$ cat config.mk
export PLATFORM = sky130hd
export DESIGN_NAME = cache_param_wb
export DESIGN_NICKNAME = d
export VERILOG_FILES = /design/src/rtl/cache_param_wb.sv
export SDC_FILE = /design/constraint.sdc
export NUM_CORES = 2
export LEC_CHECK = 0
export BUFFER_PORTS_ARGS = -buffer_cell sky130_fd_sc_hd__buf_4
export CORE_MARGIN = 3
export CORE_UTILIZATION = 40
export DETAILED_ROUTE_END_ITERATION = 10
export MAX_ROUTING_LAYER = met4
export PLACE_DENSITY_LB_ADDON = 0.15
export SETUP_SLACK_MARGIN = 0.4
export SYNTH_ARGS = -nofsm -noshare
export SYNTH_HDL_FRONTEND = slang
export SYNTH_SLANG_ARGS = --single-unit
$ cat constraint.sdc
create_clock -name clk -period 5.94 [get_ports clk]
set_clock_uncertainty 0.05 [all_clocks]
set_input_delay 0.594 -clock clk [delete_from_list [all_inputs] [get_ports clk]]
set_output_delay 0.594 -clock clk [all_outputs]
set_load 0.1 [all_outputs]
$ cat src/rtl/cache_param_wb.sv
// cache_param_wb: direct-mapped, write-back, write-allocate cache.
//
// Requests from the processor are accepted one at a time. A miss goes to
// memory one word at a time. A dirty victim line is written back first,
// then the new line is refilled. A flush request writes back every dirty
// line. The lines stay valid after the flush.
//
// Parameters
//   p_num_sets    number of sets (power of 2, >= 2)
//   p_line_words  32-bit words per line (power of 2, >= 1)
//
// Ports
//   clk, reset                       rising-edge clock; async active-low reset
//   cachereq_val/rdy/type/addr/data  processor request (type 0=read, 1=write)
//   cacheresp_val/rdy/data           processor response (data is 0 for writes)
//   memreq_val/rdy/type/addr/data    memory request, one word per request
//   memresp_val/rdy/data             memory response
//   flush, flush_done                flush request; one-cycle done pulse
//   hit_count, miss_count            hit/miss statistics
//
// Configuration macro
//   CACHE_PARAM_WB_STATS_EN  when defined, hit_count/miss_count count the
//                            hits and misses seen at tag check. When it is
//                            not defined, both outputs are tied to 0.
module cache_param_wb #(
    parameter int p_num_sets   = 16,
    parameter int p_line_words = 4
) (
    input  logic        clk,
    input  logic        reset,
    input  logic        cachereq_val,
    output logic        cachereq_rdy,
    input  logic        cachereq_type,
    input  logic [31:0] cachereq_addr,
    input  logic [31:0] cachereq_data,
    output logic        cacheresp_val,
    input  logic        cacheresp_rdy,
    output logic [31:0] cacheresp_data,
    output logic        memreq_val,
    input  logic        memreq_rdy,
    output logic        memreq_type,
    output logic [31:0] memreq_addr,
    output logic [31:0] memreq_data,
    input  logic        memresp_val,
    output logic        memresp_rdy,
    input  logic [31:0] memresp_data,
    input  logic        flush,
    output logic        flush_done,
    output logic [31:0] hit_count,
    output logic [31:0] miss_count
);

    localparam int IDX_W = $clog2(p_num_sets);
    localparam int WRD_W = (p_line_words > 1) ? $clog2(p_line_words) : 1;
    localparam int OFF_W = $clog2(p_line_words) + 2;
    localparam int TAG_W = 32 - OFF_W - IDX_W;

    typedef enum logic [3:0] {
        IDLE, TAG_CHECK, EVICT_REQ, EVICT_RESP, REFILL_REQ,
        REFILL_RESP, ACCESS, WAIT, FLUSH_SCAN, FLUSH_DONE
    } state_t;

    state_t                 state, state_next;
    logic                   req_type;
    logic [31:0]            req_addr;
    logic [31:0]            req_data;
    logic [IDX_W-1:0]       cur_idx;      // set being accessed, evicted or scanned
    logic [WRD_W-1:0]       word_cnt;     // word of the current line transfer
    logic                   flushing;     // eviction belongs to a flush
    logic [31:0]            resp_data;
    logic [p_num_sets-1:0]  valid;
    logic [p_num_sets-1:0]  dirty;
    logic [TAG_W-1:0]       tags     [p_num_sets];
    logic [31:0]            data_mem [p_num_sets][p_line_words];

    logic [TAG_W-1:0]       req_tag;
    logic [WRD_W-1:0]       req_word;
    logic                   hit;
    logic                   last_word;
    logic                   last_set;

    assign req_tag   = TAG_W'(req_addr >> (OFF_W + IDX_W));
    assign req_word  = WRD_W'((req_addr >> 2) & 32'(p_line_words - 1));
    assign hit       = valid[cur_idx] && (tags[cur_idx] == req_tag);
    assign last_word = (word_cnt == WRD_W'(p_line_words - 1));
    assign last_set  = (cur_idx == IDX_W'(p_num_sets - 1));

    // NOTE: state-holding logic uses non-blocking assignments so that every
    // register samples values from before the clock edge.
    always_ff @(posedge clk or negedge reset) begin
        if (!reset) state <= IDLE;
        else        state <= state_next;
    end

    // NOTE: the default at the top of the block means that every path
    // assigns state_next, so no latch is inferred.
    always_comb begin
        state_next = state;
        unique case (state)
            IDLE:        if (flush)             state_next = FLUSH_SCAN;
                         else if (cachereq_val) state_next = TAG_CHECK;
            TAG_CHECK:   if (hit)               state_next = WAIT;
                         else if (valid[cur_idx] && dirty[cur_idx])
                                                state_next = EVICT_REQ;
                         else                   state_next = REFILL_REQ;
            EVICT_REQ:   if (memreq_rdy)        state_next = EVICT_RESP;
            EVICT_RESP:  if (memresp_val) begin
                             if (!last_word)    state_next = EVICT_REQ;
                             else if (!flushing) state_next = REFILL_REQ;
                             else if (last_set) state_next = FLUSH_DONE;
                             else               state_next = FLUSH_SCAN;
                         end
            REFILL_REQ:  if (memreq_rdy)        state_next = REFILL_RESP;
            REFILL_RESP: if (memresp_val)       state_next = last_word ? ACCESS : REFILL_REQ;
            ACCESS:                             state_next = WAIT;
            WAIT:        if (cacheresp_rdy)     state_next = IDLE;
            FLUSH_SCAN:  if (dirty[cur_idx])    state_next = EVICT_REQ;
                         else if (last_set)     state_next = FLUSH_DONE;
            FLUSH_DONE:                         state_next = IDLE;
            default:                            state_next = IDLE;
        endcase
    end

    // Control registers and line status bits. All of them are reset, so the
    // cache comes out of reset with no valid or dirty lines.
    always_ff @(posedge clk or negedge reset) begin
        if (!reset) begin
            req_type  <= 1'b0;
            req_addr  <= '0;
            req_data  <= '0;
            cur_idx   <= '0;
            word_cnt  <= '0;
            flushing  <= 1'b0;
            resp_data <= '0;
            valid     <= '0;
            dirty     <= '0;
        end else begin
            unique case (state)
                IDLE: begin
                    if (flush) begin
                        flushing <= 1'b1;
                        cur_idx  <= '0;
                    end else if (cachereq_val) begin
                        req_type <= cachereq_type;
                        req_addr <= cachereq_addr;
                        req_data <= cachereq_data;
                        cur_idx  <= cachereq_addr[OFF_W +: IDX_W];
                    end
                end
                TAG_CHECK: begin
                    if (hit) begin
                        resp_data <= req_type ? '0 : data_mem[cur_idx][req_word];
                        if (req_type) dirty[cur_idx] <= 1'b1;
                    end
                end
                EVICT_RESP: begin
                    if (memresp_val) begin
                        // Each transfer that completes returns word_cnt to 0.
                        word_cnt <= last_word ? '0 : word_cnt + 1'b1;
                        if (last_word && flushing) begin
                            dirty[cur_idx] <= 1'b0;
                            cur_idx        <= cur_idx + 1'b1;
                        end
                    end
                end
                REFILL_RESP: begin
                    if (memresp_val) begin
                        word_cnt <= last_word ? '0 : word_cnt + 1'b1;
                        if (last_word) begin
                            valid[cur_idx] <= 1'b1;
                            dirty[cur_idx] <= 1'b0;
                        end
                    end
                end
                ACCESS: begin
                    resp_data <= req_type ? '0 : data_mem[cur_idx][req_word];
                    if (req_type) dirty[cur_idx] <= 1'b1;
                end
                FLUSH_SCAN: if (!dirty[cur_idx]) cur_idx <= cur_idx + 1'b1;
                FLUSH_DONE: flushing <= 1'b0;
                default: ;
            endcase
        end
    end

    // NOTE: tags and data are storage arrays. They are left out of reset
    // because the valid bits already say whether their contents mean anything.
    always_ff @(posedge clk) begin
        if ((state == TAG_CHECK && hit && req_type) || (state == ACCESS && req_type))
            data_mem[cur_idx][req_word] <= req_data;
        if (state == REFILL_RESP && memresp_val) begin
            data_mem[cur_idx][word_cnt] <= memresp_data;
            if (last_word) tags[cur_idx] <= req_tag;
        end
    end

    // The cache is not ready while reset is held, even though state is IDLE.
    assign cachereq_rdy   = reset && (state == IDLE) && !flush;
    assign cacheresp_val  = (state == WAIT);
    assign cacheresp_data = resp_data;
    assign memreq_val     = (state == EVICT_REQ) || (state == REFILL_REQ);
    assign memreq_type    = (state == EVICT_REQ);
    assign memresp_rdy    = (state == EVICT_RESP) || (state == REFILL_RESP);
    assign flush_done     = (state == FLUSH_DONE);

    always_comb begin
        memreq_addr = '0;
        memreq_data = '0;
        if (state == EVICT_REQ) begin
            memreq_addr = (32'(tags[cur_idx]) << (OFF_W + IDX_W)) |
                          (32'(cur_idx) << OFF_W) | (32'(word_cnt) << 2);
            memreq_data = data_mem[cur_idx][word_cnt];
        end else if (state == REFILL_REQ) begin
            memreq_addr = (32'(req_tag) << (OFF_W + IDX_W)) |
                          (32'(cur_idx) << OFF_W) | (32'(word_cnt) << 2);
        end
    end

`ifdef CACHE_PARAM_WB_STATS_EN
    logic [31:0] hit_q, miss_q;

    always_ff @(posedge clk or negedge reset) begin
        if (!reset) begin
            hit_q  <= '0;
            miss_q <= '0;
        end else if (state == TAG_CHECK) begin
            if (hit) hit_q  <= hit_q + 32'd1;
            else     miss_q <= miss_q + 32'd1;
        end
    end

    assign hit_count  = hit_q;
    assign miss_count = miss_q;
`else
    assign hit_count  = '0;
    assign miss_count = '0;
`endif

endmodule

==> run metrics <==
CP endpoint kind=primary output; buffers plus inverters on the worst setup path=5; vias in the first global route=54200; core area=0.257 mm^2; status=completed; crit path kind=reg2out; Peak Freq=roughly 190 MHz; post-route cell area=0.122 mm^2; Area Growth Syn to Fin=17.4%; Register Area=about 0.076 mm^2; DP Worst Slack=roughly 0.83 ns; Post-synth ARST share=between 5 and 6%; number of enable flip-flop cells after synthesis=between 2000 and 2500; Crit Path Max Fanout=58; initial core utilization=40.3%; Mapped Avg Cell Area=around 20 um^2; DRC violations left=0; setup TNS=0 ns; Worst path most repeated cell=buf_4; ratio of cells with drive above 1 in the final layout=31.9%; Post-CTS Repair Setup Buffers=0; die area=0.266 mm^2; dpl hpwl=196000 um; Total GRT Usage=24.6%; first-pass GRT wire length=441000 um; Worst VDD drop=0.510 mV; Max Buffers Root-to-Sink=4; TritonCTS clock tree=built; Final min period=5.38 ns; Synthesis Warnings=0; vias per inst=5.89; Worst Max-Slew Pin Slew=1.22 ns; Total Power=62.0 mW; Root Driver=clkbuf_16; Top FF cell, synth=edfxtp_1; RSZ-0062 raised after global routing=no; GRT Residual Overflow=0; Hold Violations, Final=0; cell area power density=509 mW/mm^2; Max Cap Violations=0; DIE WIDTH=515 um; WL/cell=~34 um; Pleak=about 40 nW; drt initial violations=6445; Die Span Y=515 um; placed cells=8723; hold_ws=0.108 ns; Setup WS post-layout=0.564 ns; DP Area=0.112 mm^2; CP delay by family, top=buffers and inverters; slowest stage delay, CP=between 0.6 and 0.7 ns; synthesized area=0.104 mm^2; hold crit path type=in2reg; pin count of the biggest net entering global routing=114; CP Cell Sequence=buf_4 -> inv_8 -> buf_4 -> buf_16 -> mux2i_1 -> nand2_1 -> nand3_1 -> and3_1 -> nor3_2 -> buf_4; area of the multi-input gates=between 0.02 and 0.03 mm^2; gpl congestion=0.828; Req. time, crit path=approximately 5.3 ns; Routed WL=about 320000 um; 1st-pass router iterations=5; clock slew at reported path FFs=0.06 ns; Yosys reg bits=roughly 2600; slew margin rel.=between 10% and 20%; Seq/Total Area, Yosys=73.6%; initial antenna violation count=26; CTS Buf Count=294; Max stage delay cell, worst path=dfrtp_4; CP startpoint kind=register; post-route ant nets=0; vias=54900; Final Non-Filler Cells=~9300; worst skew pair latency=approximately 0.9 ns; Slew Viols, Final=0; CTS Sinks=2566; fin nets=5811; post-synthesis instance total=around 5200; Tcrit/Tclk final=between 90% and 100%; I/O pin cnt=270; final core utilization=47.3%; final setup fails=0; PortBufs=about 200; H-tree depth=5; number of fill cells=21400; synth unique cells=71; Critical Path AT=4.73 ns; Core Rows=between 150 and 200
==> flip-flops by register name (all words and copies together) (netlist names), named ones only <==
register        cells
valid              16
data_mem         2048
cacheresp_data     32
tags              384
flushing            1
req_type            1
state               4
req_addr           26
word_cnt            2
req_data           32
cur_idx             4
==> per-layer routing <==
| metal | vias to the layer above | routed length, um | GRT usage (%) |
|---|---|---|---|
| met1 | 29900 | 131000 | 32.9 |
| met2 | 2099 | 155000 | 38.5 |
| li1 | 22400 | - | - |
| met5 | - | 0 | - |
| met4 | 0 | 11800 | 8.31 |
| met3 | 471 | 21300 | 4.17 |
==> layout make-up <==
cell class,instances,share of cell area [%]
Antenna cell,34,0.0698
Clock buffer,369,6.37
Clock inverter,130,0.870
Inverter,23,0.0780
Multi-Input combinational cell,2298,22.0
Sequential cell,2566,62.7
Tap cell,3384,3.47
Timing Repair Buffer,516,4.41
==> Yosys cell counts (7+ instances only) <==
library cell     n  area share, %
inv_1           19          0.069
a211oi_1        67           0.48
or2_2           17           0.10
xnor2_1         12           0.10
a41oi_1         14           0.12
mux2_2         234            2.5
nand4_1          8          0.048
buf_2           81           0.39
buf_4           75           0.54
buf_1           40           0.14
a22o_1          17           0.14
edfxtp_1      2432             70
nor2b_1         21           0.13
nor3_1          49           0.24
a31oi_1         22           0.13
nand2b_1         9          0.054
nand3_1         49           0.24
ha_1             8          0.096
and3_1          39           0.24
o21ai_0         25           0.12
nor2_1         122           0.44
a21oi_1        130           0.63
dfrtp_1        134            3.2
a32o_1           7          0.068
clkbuf_1       185           0.67
a22oi_1         57           0.41
nand2_1        373            1.3
o211ai_1         7          0.051
mux4_2         653             14
mux2i_1        174            1.7
o2111ai_1       35           0.30
a2111oi_0       10          0.084
==> cell usage in the layout (no fill, tap or decap), drive strengths merged, types with 14 or more instances in the layout <==
cell type    instances
edfxtp            2432
mux4               653
buf                451
nand2              373
clkbuf             371
mux2               234
mux2i              174
dfrtp              134
a21oi              130
nor2               122
clkinv             106
a211oi              67
conb                66
dlygate4sd3         61
a22oi               57
nand3               49
nor3                49
and3                39
o2111ai             35
diode               34
o21ai               26
inv                 24
a31oi               22
nor2b               21
or2                 18
a22o                17
a41oi               14
bufinv              14
==> logic make-up after synthesis <==
| logic type | after synthesis | share of synthesized area (%) |
|---|---|---|
| other cells | 1 | 0.00361 |
| xor+xnor | 16 | 0.135 |
| fa+ha+maj | 8 | 0.0964 |
| flops | 2566 | 73.6 |
| mux | 1061 | 18.4 |
| buf+inv | 410 | 1.89 |
| compound gates | 431 | 2.86 |
| simple gates | 716 | 3.04 |
==> report_power, final <==
part,internal [mW],switching [mW]
logic,7.07,14.0
clock network,9.83,7.07
registers,22.8,1.29
==> worst paths after layout <==
check                              startpoint               to  slack (ns)  cells past startpoint
worst max-delay path               cur_idx[3]   memreq_data[5]        0.56                     10
worst min-delay path            cacheresp_rdy         state[0]        0.11                      3
worst max register to register     cur_idx[0]  data_mem[6][74]        0.79                     13
worst min register to register       valid[3]         valid[3]        0.42                      1
max in group asynchronous               reset      word_cnt[0]        4.54                      3
min in group asynchronous               reset      req_addr[3]        0.12                      2
==> worst reg2reg max path, cell delays in order (launching register included) <==
cell and delay [ns]:
dfrtp_4 0.73, buf_4 0.47, nor2b_1 0.44, a22oi_1 0.16, nand2_1 0.16, mux2_2 0.35, nor4_1 0.46, nand4_1 0.35
nor4_4 0.41, buf_12 0.19, o2111ai_4 0.17, buf_4 0.27, a21oi_4 0.42, buf_12 0.24
==> timing repair <==
| item | 4_1_cts | 5_1_grt |
|---|---|---|
| hold buffers | 61 | 0 |
| hold endpoints to repair | 81 | 0 |
| gates resized for setup | 4 | 9 |
| cloned | 2 | 1 |
| setup endpoints to repair | 13 | 14 |
Note: power is estimated with default switching activity, not from simulation.
